--- config.mk ---
export PLATFORM = sky130hd
export DESIGN_NAME = serial_frame_scheduler
export DESIGN_NICKNAME = d
export VERILOG_FILES = /design/src/rtl/serial_frame_scheduler.sv
export SDC_FILE = /design/constraint.sdc
export NUM_CORES = 1
export LEC_CHECK = 0
export ABC_CLOCK_PERIOD_IN_PS = 2830
export BUFFER_PORTS_ARGS = -buffer_cell sky130_fd_sc_hd__buf_2
export CAP_MARGIN = 20
export CORE_ASPECT_RATIO = 1.5
export CORE_UTILIZATION = 40
export CTS_CLUSTER_DIAMETER = 200
export DETAILED_ROUTE_END_ITERATION = 8
export PLACE_DENSITY = 0.68
export SYNTH_ARGS = -nofsm -noshare
export SYNTH_HDL_FRONTEND = slang
export SYNTH_SLANG_ARGS = --single-unit
export TNS_END_PERCENT = 100
--- constraint.sdc ---
create_clock -name clk -period 2.83 [get_ports clk]
set_clock_uncertainty 0.1 [all_clocks]
set_input_delay 0.283 -clock clk [delete_from_list [all_inputs] [get_ports clk]]
set_output_delay 0.283 -clock clk [all_outputs]
set_load 0.02 [all_outputs]
--- src/rtl/serial_frame_scheduler.sv ---
// serial_frame_scheduler
// Round-robin scheduler sharing one serial line among NREQ frame sources.
// A granted requester's port, length and payload are latched, then sent as:
// start bit (0), PW port bits, LW length bits, len payload bits (all MSB first),
// and one idle-high gap bit. All sequencing advances only on clkEn ticks.
//
// Ports:
//   clk, rst     clock, synchronous active-high reset
//   clkEn        bit-rate enable
//   req          per-requester level request
//   port_in      flattened port fields, requester i at [i*PW +: PW]
//   len_in       flattened length fields, requester i at [i*LW +: LW]
//   data_in      flattened payloads, requester i at [i*DW +: DW]
//   ack          one-clk one-hot pulse when a requester's fields are latched
//   grant        one-hot line owner, held from START through GAP
//   SerOut       registered serial line, idles high
//   busy         high whenever not idle
//   frame_done   one-clk pulse on GAP -> IDLE
module serial_frame_scheduler #(
  parameter int unsigned NREQ = 4,
  parameter int unsigned PW   = 2,
  parameter int unsigned LW   = 4,
  parameter int unsigned DW   = 16
) (
  input  logic               clk,
  input  logic               rst,
  input  logic               clkEn,
  input  logic [NREQ-1:0]    req,
  input  logic [NREQ*PW-1:0] port_in,
  input  logic [NREQ*LW-1:0] len_in,
  input  logic [NREQ*DW-1:0] data_in,
  output logic [NREQ-1:0]    ack,
  output logic [NREQ-1:0]    grant,
  output logic               SerOut,
  output logic               busy,
  output logic               frame_done
);

  localparam int unsigned IW = $clog2(NREQ);

  typedef enum logic [2:0] {StIdle, StStart, StPort, StLen, StData, StGap} state_e;

  state_e          state_q, state_d;
  logic [LW-1:0]   cnt_q, cnt_d;
  logic [IW-1:0]   rr_q, rr_d;
  logic [PW-1:0]   port_q, port_d;
  logic [LW-1:0]   len_q, len_d;
  logic [DW-1:0]   data_q, data_d;
  logic            ser_q, ser_d;
  logic [NREQ-1:0] grant_q, grant_d;
  logic [NREQ-1:0] ack_q, ack_d;
  logic            done_q, done_d;

  // Round-robin search starting just after the last winner.
  logic          found;
  logic [IW-1:0] win, cand;
  always_comb begin
    found = 1'b0;
    win   = rr_q;
    cand  = rr_q;
    for (int unsigned k = 1; k <= NREQ; k++) begin
      cand = rr_q + IW'(k);
      if (!found && req[cand]) begin
        found = 1'b1;
        win   = cand;
      end
    end
  end

  // Shifted copies give the "next" bit without variable-width bit selects.
  logic [LW-1:0] cnt_m1, len_m1;
  logic [PW-1:0] port_sh;
  logic [LW-1:0] len_sh;
  logic [DW-1:0] data_sh, data_first;
  always_comb begin
    cnt_m1     = cnt_q - 1'b1;
    len_m1     = len_q - 1'b1;
    port_sh    = port_q >> cnt_m1;
    len_sh     = len_q >> cnt_m1;
    data_sh    = data_q >> cnt_m1;
    data_first = data_q >> len_m1;
  end

  // SerOut is registered with the bit belonging to the state being entered,
  // so it always lines up with state_q.
  always_comb begin
    state_d = state_q;
    cnt_d   = cnt_q;
    rr_d    = rr_q;
    port_d  = port_q;
    len_d   = len_q;
    data_d  = data_q;
    ser_d   = ser_q;
    grant_d = grant_q;
    ack_d   = '0;
    done_d  = 1'b0;
    if (clkEn) begin
      unique case (state_q)
        StIdle: begin
          ser_d = 1'b1;
          if (found) begin
            port_d  = port_in[win*PW +: PW];
            len_d   = len_in[win*LW +: LW];
            data_d  = data_in[win*DW +: DW];
            grant_d = NREQ'(1) << win;
            ack_d   = NREQ'(1) << win;
            rr_d    = win;
            state_d = StStart;
            ser_d   = 1'b0;
          end
        end
        StStart: begin
          state_d = StPort;
          cnt_d   = LW'(PW - 1);
          ser_d   = port_q[PW-1];
        end
        StPort: begin
          if (cnt_q == '0) begin
            state_d = StLen;
            cnt_d   = LW'(LW - 1);
            ser_d   = len_q[LW-1];
          end else begin
            cnt_d = cnt_m1;
            ser_d = port_sh[0];
          end
        end
        StLen: begin
          if (cnt_q == '0) begin
            if (len_q == '0) begin
              state_d = StGap;
              ser_d   = 1'b1;
            end else begin
              state_d = StData;
              cnt_d   = len_m1;
              ser_d   = data_first[0];
            end
          end else begin
            cnt_d = cnt_m1;
            ser_d = len_sh[0];
          end
        end
        StData: begin
          if (cnt_q == '0) begin
            state_d = StGap;
            ser_d   = 1'b1;
          end else begin
            cnt_d = cnt_m1;
            ser_d = data_sh[0];
          end
        end
        StGap: begin
          state_d = StIdle;
          cnt_d   = '0;
          ser_d   = 1'b1;
          grant_d = '0;
          done_d  = 1'b1;
        end
        default: begin
          state_d = StIdle;
          ser_d   = 1'b1;
          grant_d = '0;
        end
      endcase
    end
  end

  always_ff @(posedge clk) begin
    if (rst) begin
      state_q <= StIdle;
      cnt_q   <= '0;
      rr_q    <= IW'(NREQ - 1);
      port_q  <= '0;
      len_q   <= '0;
      data_q  <= '0;
      ser_q   <= 1'b1;
      grant_q <= '0;
      ack_q   <= '0;
      done_q  <= 1'b0;
    end else begin
      state_q <= state_d;
      cnt_q   <= cnt_d;
      rr_q    <= rr_d;
      port_q  <= port_d;
      len_q   <= len_d;
      data_q  <= data_d;
      ser_q   <= ser_d;
      grant_q <= grant_d;
      ack_q   <= ack_d;
      done_q  <= done_d;
    end
  end

  assign ack        = ack_q;
  assign grant      = grant_q;
  assign SerOut     = ser_q;
  assign busy       = (state_q != StIdle);
  assign frame_done = done_q;

endmodule

; ---- Yosys cells after proc, flatten, opt, wreduce, memory -nomap -nowiden
; Cells that the tools add are included.
[op_classes]
reduce_logical = 18
n_addsub = 5
n_bitwise = 4
eq_ne = 11
magnitude_cmp = 4
shifts = 8
mux = 36
[ops]
columns = cell, n
row1 = $shiftx 64x7->16, 1
row2 = $shr 16x4->1, 2
row3 = $mux 4, 5
row4 = $pmux 4 s5, 1
row5 = $shiftx 16x5->4, 1
row6 = $mux 1, 15
row7 = $pmux 3 s5, 1
row8 = $lt 2x3->1 const B, 4
row9 = $mux 3, 4
row10 = $ne 2x2->1 const B, 5
row11 = $bmux 1 s2, 4
row12 = $logic_not 4->1, 2
row13 = $mux 2, 4
row14 = $pmux 4 s2, 1
row15 = $reduce_or 4->1, 2
row16 = $shiftx 8x4->2, 1
row17 = $sub 4x1->4 const B, 2
row18 = $eq 3x2->1 const B, 2
row19 = $eq 3x3->1 const B, 2
row20 = $reduce_and 3->1, 2
row21 = $pmux 1 s5, 1
row22 = $reduce_and 5->1, 1
row23 = $reduce_bool 5->1, 1
row24 = $add 2x2->2 const B, 2
row25 = other kinds (13), 20
[word_totals]
in_bits = 95
output_inout_bits = 11
ff_bits = 41

; ---- Depth between registers and ports, before layout
; Gate-level depths: netlist (run 1).
[logic_depth]
ltp_word = 16
depth_mapped = 10

; ---- Worst setup path before layout (run 1)
; OpenSTA, ideal clock, no wires.
[synth_path]
kind = register to register
startpoint = reg cnt_q[0]
endpoint = reg ser_q, in the netlist SerOut
path_stages_with_launch = 10
synth_period_minus_slack_ns = 2.445
path_slack_ns = 0.385
arrival_ns = 2.222
setup_time_ns = 0.122
n_path_buf = 2
cell_sequence = dfxtp_1 buf_2 inv_1 ha_1 clkbuf_1 mux4_2 and3_1 a32o_1 nand4_1 nand3_1
[synth_between]
elab_chain_cells = 4
word_cells_on_any_way = 9
[synth_lines]
columns = element, line
row1 = start: declaration, 44  ; logic [LW-1:0] cnt_q, cnt_d;
row2 = start signal: assignment, 181  ; cnt_q <= cnt_d;
row3 = $sub 4x1->4, 76  ; cnt_m1 = cnt_q - 1'b1;
row4 = $shr 16x4->1 (tied with other cells), 80  ; data_sh = data_q >> cnt_m1;
row5 = $mux 1 (on tied branches), "143, 118, 128"
row6 = $pmux 1 s5 *, 98  ; unique case (state_q)
row7 = end signal: assignment, 186  ; ser_q <= ser_d;
row8 = end: declaration, 49  ; logic ser_q, ser_d;
; Mark *: on every way between the ends. The rest lies on a longest branch, timed or not.
; A chain may end at the register's enable or synchronous reset.

; ---- Final worst setup path (run 1)
[layout_path]
startpoint = reg len_q[0]
endpoint = reg ser_q, in the netlist SerOut
[layout_between]
elab_chain_cells = 5
word_cells_on_any_way = 7
[layout_lines]
columns = element, line
row1 = start: declaration, 47  ; logic [LW-1:0] len_q, len_d;
row2 = start signal: assignment, 184  ; len_q <= len_d;
row3 = $sub 4x1->4, 77  ; len_m1 = len_q - 1'b1;
row4 = $shr 16x4->1, 81  ; data_first = data_q >> len_m1;
row5 = $mux 1, 129  ; if (len_q == '0) begin
row6 = $mux 1 *, 128  ; if (cnt_q == '0) begin
row7 = $pmux 1 s5 *, 98
; Marks and branches as above.

==> results of run 1 <==
==> worst paths after layout <==
check                  from         end  slack [ns]  cells past startpoint
hold reg to reg   port_q[0]   port_q[0]        0.35                      2
setup / recovery   len_q[0]      SerOut        0.50                      7
setup reg to reg   len_q[0]      SerOut        0.50                      7
hold / removal        clkEn  state_q[1]        0.23                      2
==> layout make-up <==
type / count / area, sq um
Clock buffer: 7 / 143
Tap cell: 102 / 128
Timing Repair Buffer: 116 / 633
Sequential cell: 41 / 821
Multi-Input combinational cell: 295 / 2080
Inverter: 10 / 37.5
Fill cell: 779 / 3840
Clock inverter: 1 / 30.0
==> flip-flops by register name, summed over array words and instances, names as in the netlist <==
name	count
data_q	16
ack	4
cnt_q	4
grant	4
len_q	4
state_q	3
port_q	2
rr_q	2
SerOut	1
frame_done	1
==> metrics by stage <==
step	power (mW)	hold slack [ns]	instances	util (%)
after floorplan	1.25	0.336	383	-
after global placement	1.38	0.343	564	47.9
after detailed placement	1.38	0.346	564	47.9
after CTS	2.06	0.224	572	50.2
after global routing	2.17	0.241	572	50.2
final	2.05	0.225	572	50.2
==> cell families after synthesis <==
kind of cell | count (synthesis) | synth area share, %
and+or+nand+nor | 156 | 23.4
AOI/OAI and AO/OA | 118 | 30.6
buffers and inverters | 47 | 10.7
DFF | 41 | 25.3
muxes | 13 | 7.49
xor gates and xnor gates | 4 | 1.08
adders and majority gates | 4 | 1.54
==> critical path, cell delays in order (launching register included) <==
cell,delay (ns)
sky130_fd_sc_hd__dfxtp_1,0.54
sky130_fd_sc_hd__inv_1,0.14
sky130_fd_sc_hd__ha_1,0.43
sky130_fd_sc_hd__mux4_2,0.52
sky130_fd_sc_hd__mux2i_1,0.17
sky130_fd_sc_hd__nand4b_1,0.12
sky130_fd_sc_hd__nand4_1,0.10
sky130_fd_sc_hd__nand3_1,0.08
==> synth_stat cells (2+ instances only) <==
cell	count
sky130_fd_sc_hd__nand2_1	78
sky130_fd_sc_hd__dfxtp_1	41
sky130_fd_sc_hd__a21oi_1	34
sky130_fd_sc_hd__a311o_1	22
sky130_fd_sc_hd__a211oi_2	20
sky130_fd_sc_hd__nor2_1	20
sky130_fd_sc_hd__and3_1	18
sky130_fd_sc_hd__clkbuf_1	11
sky130_fd_sc_hd__mux4_2	9
sky130_fd_sc_hd__o21ai_0	9
sky130_fd_sc_hd__clkbuf_8	8
sky130_fd_sc_hd__inv_1	7
sky130_fd_sc_hd__buf_2	6
sky130_fd_sc_hd__buf_6	6
sky130_fd_sc_hd__nor4_1	6
sky130_fd_sc_hd__a32oi_1	5
sky130_fd_sc_hd__and3_2	5
sky130_fd_sc_hd__a211oi_1	4
sky130_fd_sc_hd__ha_1	4
sky130_fd_sc_hd__mux2i_1	4
sky130_fd_sc_hd__or3_1	4
sky130_fd_sc_hd__nand2b_1	3
sky130_fd_sc_hd__nand3_1	3
sky130_fd_sc_hd__a311oi_1	2
sky130_fd_sc_hd__buf_4	2
sky130_fd_sc_hd__clkinv_1	2
sky130_fd_sc_hd__nand2b_2	2
sky130_fd_sc_hd__nand4_1	2
sky130_fd_sc_hd__nor3_1	2
sky130_fd_sc_hd__nor3b_1	2
sky130_fd_sc_hd__o31ai_1	2
sky130_fd_sc_hd__or2_2	2
sky130_fd_sc_hd__xnor2_1	2
sky130_fd_sc_hd__xor2_1	2
==> power by group <==
part / total (mW) / internal (mW) / switching [mW]
registers: 0.675 / 0.628 / 0.0475
logic: 0.700 / 0.313 / 0.388
clock network: 0.670 / 0.441 / 0.229
==> metal layers <==
| metal | track usage (%) | vias to the layer above |
|---|---|---|
| met5 | 0 | - |
| met4 | 6.79 | 0 |
| met3 | 3.23 | 14 |
| met2 | 38.6 | 79 |
| met1 | 26.9 | 1512 |
| li1 | - | 1601 |
==> summary.md, run 1 <==
The highest metal layer carrying signal wires in the routed design is met4. The first global-routing pass estimated 14600 microns of wire. The final critical-path share of the clock period is 82.2%, and the max-slew violation total from the final report is 0.

Maximum buffer depth of the clock tree: 2. The number of antenna violations at the first check in global routing is 0. After global routing the overflow that remains totals 0.

The post-synthesis to final-layout area growth was 19.3%; the number of nets in the synthesized netlist was 482. TritonCTS built the clock tree. The routed wire length on met3 came out at 267 microns. For the pin with the worst max-slew slack, the measured transition is 0.791 ns. For the finished layout, the period the worst path requires is 2.33 ns.

Element type at the critical path end: a register. The row count is 39, and the post-detailed-route DRC marker count is 0. Entering global routing, the biggest net connects 51 pins. Across the run, the number of max-cap violations was 0. The cell area power density is 529 nW/um^2, and the residual antenna-violating net count after detailed routing is 0. The number of setup violations in the final report is 0. Prior to clock tree synthesis, the placed netlist has a worst setup slack of 0.499 ns.

The number of hold-repair buffers added at the cts stage was 0; the clock latency at the later pin of the worst-skew pair was 0.28 ns. The most used flip-flop cell after synthesis is sky130_fd_sc_hd__dfxtp_1. Data on the critical path is required at its endpoint by 2.89 ns. For the leakage component of the power, the log shows 1.61 nW. Buffers added to address setup during post-CTS repair amount to 0.

The share of the Yosys chip area taken by registers is 25.3%. The library cell used most frequently in the layout, excluding fill and tap cells, is sky130_fd_sc_hd__buf_2. The run gives 68 as the count of unique library cells instantiated by Yosys. The tools report the overall via count from detail_route as 3206.

The tools report the cell count after synthesis as 383. Before antenna repair, the detailed router went through 4 iterations. Yosys mapped a number of flops with a built-in enable equal to 0. Wire segments on met2 add up to 4610 microns in the final route. The synthesis warning total was 0; the maximum fanout along the worst path was 8.

Dividing the detail-routed wire length by the instance count gives 15.0 microns. The library cells used most frequently in the layout, excluding fill and tap cells, are 105 x sky130_fd_sc_hd__buf_2, 78 x sky130_fd_sc_hd__nand2_1, 41 x sky130_fd_sc_hd__dfxtp_1, 34 x sky130_fd_sc_hd__a21oi_1, 22 x sky130_fd_sc_hd__a311o_1. By startpoint and endpoint, the worst setup path is classified as reg -> reg. The port buffer count is 105. The synthesis-stage register bit count works out to 41. The run finished with clean final reports.

Setup total negative slack on the finished layout was measured at 0 ns. Dividing the detail-routed via count by the number of cells gives 5.60. The synthesized design devotes to its leading area cell type 25.3% of total area. The type of element launching the critical path was a register. For this run, the top clock speed supported by timing is 430 MHz.

Ranked by total cell area, the synthesized netlist is headed by sky130_fd_sc_hd__dfxtp_1 25%, sky130_fd_sc_hd__nand2_1 9.0%, sky130_fd_sc_hd__a211oi_2 7.7%. The logs give 8480 sq um for the full die area and 47.3% for the worst-case headroom to the max-slew limit. In this run, post-CTS repair resized a total of 0 instances. The via count of the first global-routing pass is 3218, and the worst setup slack after layout is 0.502 ns. The final RePlAce weighted congestion is 0.872. The tools report the layout net count as 568. The library cell used as clock root buffer is sky130_fd_sc_hd__clkbuf_16.

After clock tree synthesis, the clock-pin slew on the worst setup and hold paths is 0.06 ns. Counting flops with an async set or reset pin after synthesis yields a share of 0%. The number of buffers created by CTS is 5.

The fraction of final layout cells sized beyond drive strength 1 is 36.6%, and the overall global routing resource usage is 22.0%. The floorplan step set the die height to 112 microns. Across the VDD grid, the largest voltage drop is 314 uV. The logs give 3690 sq um for the post-placement cell area and 0 for the final-report hold violation count. The worst hold path belongs to the class in -> reg.

The die width came out at 75.5 microns. The placeable core region came out at 7710 sq um. The H-tree generated during clock tree synthesis spans 2 levels. For this block, wires on met1 add up to 3560 microns. The clock sink count is 41. The final wirelength came out at 8600 microns. Detailed placement ended at an HPWL of 6440 microns. Largest area contributor in the synthesized netlist: sky130_fd_sc_hd__dfxtp_1. The average instance in the mapped netlist occupies 8.46 sq um.

Setup repair after global routing left no endpoint under its margin. Count of routing violations after the opening detailed-route iteration: 197. 106 I/O pins were placed. The logs give 0 for the antenna diode count and 42.0% for the starting density of the core. At the worst endpoint, the arrival time is 2.39 ns. With fillers left out, the area of the finished cells amounts to 3870 sq um.

The netlist area before placement was 3240 sq um.
Power figures use the tool's default switching activity.
==> run 2, diff against run 1 <==
ABC_AREA = 1   (was not set)
ABC_CLOCK_PERIOD_IN_PS = 2200   (was 2830)
clock period = 2.2 ns   (was 2.83 ns; I/O delays follow)
==> run 2 against run 1 <==
  * Core utilization up 0.22 points
  * Synthesized cell count up 58%
  * Sequential share of layout area down 1.6 points
  * Combinational power rose to 6.6 times the previous value
  * Critical path depth up 9
  * Area after synthesis up 6.1%
  * Clock power up 9.1%
  * Non-clock buffer count up 2
  * Fmax up 16%
  * Die area up 6.0%
  * Sequential cell count unchanged
==> summary.md, run 2 <==
The flow ran to the end, and the final reports show no timing, DRC or antenna violations. sky130_fd_sc_hd__nand2_1 takes more of the synthesized area than any other cell. The tools report the count of unique library cells instantiated by Yosys as 32 (-53%). The netlist area before placement was 3440 sq um (+6.1%); the number of buffers created by CTS was 5 (unchanged).

The worst setup slack before clock tree synthesis is 0.0799 ns (-0.419 ns), and the synthesis warning total is 0 (unchanged). The share of synthesized area spent on multiplexers was 0% (-7.5 points); the post-CTS setup-driven buffer insertion count was 0 (unchanged). The cell with the largest stage delay on the worst path is sky130_fd_sc_hd__dfxtp_2. The clock latency at the later pin of the worst-skew pair is 0.28 ns (about the same), and the share of synthesized flip-flops with an asynchronous set or reset is 0% (unchanged). The worst setup path is launched from a register.

The maximum buffer depth of the clock tree was 2 (unchanged). Setup repair after global routing left no endpoint under its margin. The tools report the data required time at the worst endpoint as 2.28 ns (-0.61 ns). The worst setup path is of the reg -> reg kind. The overall global routing resource usage came out at 21.8% (-0.18 points).

The element type at the critical path end was a register. The count of non-filler cells in the finished layout came out at 802 (+40%). The area growth from synthesis to layout is 22.5%. The commonest cells after synthesis are 219 x sky130_fd_sc_hd__nand2_1, 103 x sky130_fd_sc_hd__nand3_1, 55 x sky130_fd_sc_hd__inv_1. The worst hold path belongs to the class in -> reg.

The delay contributed by the slowest stage of the critical path is 0.40 ns (-0.14 ns), and the endpoint arrival time on the critical path is 2.08 ns (-0.31 ns). The worst setup slack after layout is 0.200 ns (-0.302 ns), and the fraction of final layout cells sized beyond drive strength 1 is 23.5% (-13 points). The library cells used most frequently in the layout, excluding fill and tap cells, are 219 x sky130_fd_sc_hd__nand2_1, 105 x sky130_fd_sc_hd__buf_2, 103 x sky130_fd_sc_hd__nand3_1, 55 x sky130_fd_sc_hd__inv_1, 41 x sky130_fd_sc_hd__a21oi_1.

Worst hold slack after final layout: 0.0923 ns (-0.133 ns). Starting density of the core: 41.1% (-0.91 points). The run gives 4004 (+25%) as the overall via count from detail_route. The xor-xnor portion of the synthesized cell area is 1.27% (+0.19 points).

The combined area of the multi-input logic cells was 2180 sq um (+4.8%). The synthesis-stage register bit count came out at 41 (unchanged). The number of setup violations in the final report is 0 (unchanged), and the area share of the largest cell type after synthesis is 23.9% (-1.4 points). The worst-case headroom to the max-slew limit came out at 67.6% (+20 points). The post-synthesis compound-gate area fraction came out at 11.1% (-20 points).

The proportion of power drawn by flip-flops and latches was 17.6% (-15 points). Maximum vdd drop: 1100 uV (+250%). Largest register by flop count: data_q.

The run gives 7410 microns (+15%) as the HPWL reported at the end of detailed placement. The detail-routed net length per standard cell is 11.8 microns (-22%), and the residual antenna-violating net count after detailed routing is 0 (unchanged). The vertical die dimension came out at 116 microns (+2.9%). The most common cell in the synthesized netlist is sky130_fd_sc_hd__nand2_1.

The tools report the switching power total as 3.44 mW (+420%). The tools report the leakage component of the power as 2.27 nW (+41%). The final critical-path required period was 2.00 ns (-0.328 ns); the vias per cell was 4.99 (-11%). Number of enable flip-flop cells after synthesis: 0 (unchanged).

The cell area power density came out at 1550 nW/um^2 (+190%). TritonCTS built the clock tree. The count of fill cells added during filler insertion was 894 (+15%). The achievable frequency is 500 MHz (+16%). The basic-gate share of the synthesized area counting and, or, nand and nor cells is 49.5% (+26 points).

The tools report the remaining global-route overflow as 0 (unchanged). Max-slew violation total from the final report: 0 (unchanged). The final RePlAce weighted congestion was 0.904 (+3.7%); the number of cells on the worst reg-to-reg path was 16 (+9). For the number of nets in the synthesized netlist, the log shows 703 (+46%). The post-detailed-route DRC marker count was 0 (unchanged); the slew at the pin with the worst max-slew slack was 0.486 ns (-0.305 ns). The tools report the final-report hold violation count as 0 (unchanged). The final critical-path share of the clock period was 90.9% (+8.6 points). Number of hold-repair buffers added at the cts stage: 0 (unchanged). The tools report the number of I/O pins as 106 (unchanged). The die width is 77.7 microns (+2.9%), and the number of gates given a new drive strength after cts is 0 (unchanged). The tools report the full die area as 8980 sq um (+6.0%).

The logs give 0 (unchanged) for the number of violations of the max-capacitance limit and 51 (unchanged) for the pin count of the biggest net entering global routing. Relative contribution of the clock network to total power: 11.2% (-22 points). The internal power came out at 3.09 mW (+120%). By area the synthesized netlist is led by sky130_fd_sc_hd__nand2_1 24%, sky130_fd_sc_hd__dfxtp_1 24%, sky130_fd_sc_hd__nand3_1 15%.

The run gives 41 (+5.1%) as the row count. The cell count after synthesis is 604 (+58%). The number of cells after detailed placement was 795 (+41%).

For the total chip power, the log shows 6.52 mW (+220%). The total negative slack for setup checks was 0 ns (unchanged). Walking the worst path, the cells encountered are inv_2, nand2_1, nand2_2, nand2_2, nand2_4, nor2_4, nand2_1, nor2_2, inv_2, nand2_4, inv_2, buf_12, nor2_2, nor2_1, nand2_1, inv_1. CTS H-tree depth: 2 (unchanged). The synthesized area per cell came out at 5.69 sq um (-33%). The flip-flop count of the largest register after layout is 16 (unchanged). Maximum fanout along the worst path: 32 (+24).

Library cell used as clock root buffer: sky130_fd_sc_hd__clkbuf_16. The switching part of the total is 52.7% (+20 points), and the part of the Yosys area used for sequential elements is 23.9% (-1.5 points). For the share of total power in combinational logic, the log shows 71.2% (+37 points). Hold-critical path depth: 3 (+1). Final wirelength: 9450 microns (+9.9%). The wire length of the first global-routing pass is 16000 microns (+9.3%), and the via count of the first global-routing pass is 3640 (+13%). The library cell used most frequently in the layout, excluding fill and tap cells, is sky130_fd_sc_hd__nand2_1. Most used flip-flop cell after synthesis: sky130_fd_sc_hd__dfxtp_1. For the number of antenna violations at the first check in global routing, the log shows 0 (unchanged).

The layout net count was 794 (+40%); the count of routing violations after the opening detailed-route iteration was 230 (+17%). The placeable core region was 8360 sq um (+8.5%); the post-synthesis adder-cell area fraction was 1.46% (-0.089 points). The port buffer count is 105 (unchanged). The sequential standard cell area came out at 826 sq um (+0.61%). By area, the combinational part of the netlist is dominated by simple AND/OR/NAND/NOR gates. The total iterations of the first detailed-routing run was 5 (+1). The logs give 0 (unchanged) for the antenna diode count and 41 (unchanged) for the clock sink count. The CTS clock-pin slew for the worst setup and hold paths works out to 0.06 ns (about the same).
## run 2: cell count changes after synthesis, moves of 7 or more
cell	previous run	this run
sky130_fd_sc_hd__o21ai_0	9	17
sky130_fd_sc_hd__a21oi_1	34	41
sky130_fd_sc_hd__nor2_2	0	9
sky130_fd_sc_hd__nor2_1	20	27
sky130_fd_sc_hd__and3_1	18	0
sky130_fd_sc_hd__mux4_2	9	0
sky130_fd_sc_hd__clkbuf_8	8	0
sky130_fd_sc_hd__buf_2	6	16
sky130_fd_sc_hd__nand2_2	0	11
sky130_fd_sc_hd__a311o_1	22	0
sky130_fd_sc_hd__inv_1	7	55
sky130_fd_sc_hd__nand2_1	78	219
sky130_fd_sc_hd__nand3_1	3	103
sky130_fd_sc_hd__a211oi_2	20	0
## run 2: critical path: cells and delay by family, from the launching register on
family,cells,cell delay (ns)
simple gates,11,0.98
flops,1,0.40
buf+inv,5,0.39
## run 2: stage by stage
step	area, sq um	util, %
6_report	4210	50.4
3_5_place_dp	4070	48.6
5_1_grt	4210	50.4
2_1_floorplan	3440	-
4_1_cts	4210	50.3
3_3_place_gp	4070	48.6
## run 2: area by class of cell
cell class                 instances  area share, %
clock buffer                       7           3.39
inverter                          65           5.91
multi-input combinational        464           51.6
sequential                        41           19.6
tap                              107           3.18
timing repair buffer             118           16.3
## run 2: kinds of logic (layout without fill, tap and decap cells)
logic type / Yosys count / in the layout
flip-flops: 41 / 41
adder cells (fa/ha/maj): 4 / 4
AND/OR/NAND/NOR: 385 / 385
buffers and inverters: 99 / 190
AO/OA/AOI/OAI: 70 / 70
XOR/XNOR: 5 / 5
## run 2: worst paths after layout
path,startpoint,end,slack [ns]
min,clkEn,SerOut,0.09
min reg2reg,grant[0],grant[0],0.37
max reg2reg,rr_q[1],data_q[15],0.20
max,rr_q[1],data_q[15],0.20
## run 2: layer usage
metal	wire length (microns)	track usage, %	share of wire [%]	vias to the layer above
met3	283	2.83	3.0	14
met5	0	0	0	-
met1	4070	26.6	43	1790
met2	4930	39.1	52	94
met4	170	7.80	1.8	0
li1	-	-	-	2106
## run 2: power by group through the flow
stage	clock network, mW	registers [mW]	logic, mW
4_1_cts	0.745	1.14	4.64
2_1_floorplan	0	1.14	3.67
5_1_grt	0.776	1.18	5.28
6_report	0.731	1.15	4.64
3_3_place_gp	0	1.15	4.58
3_5_place_dp	0	1.16	4.60
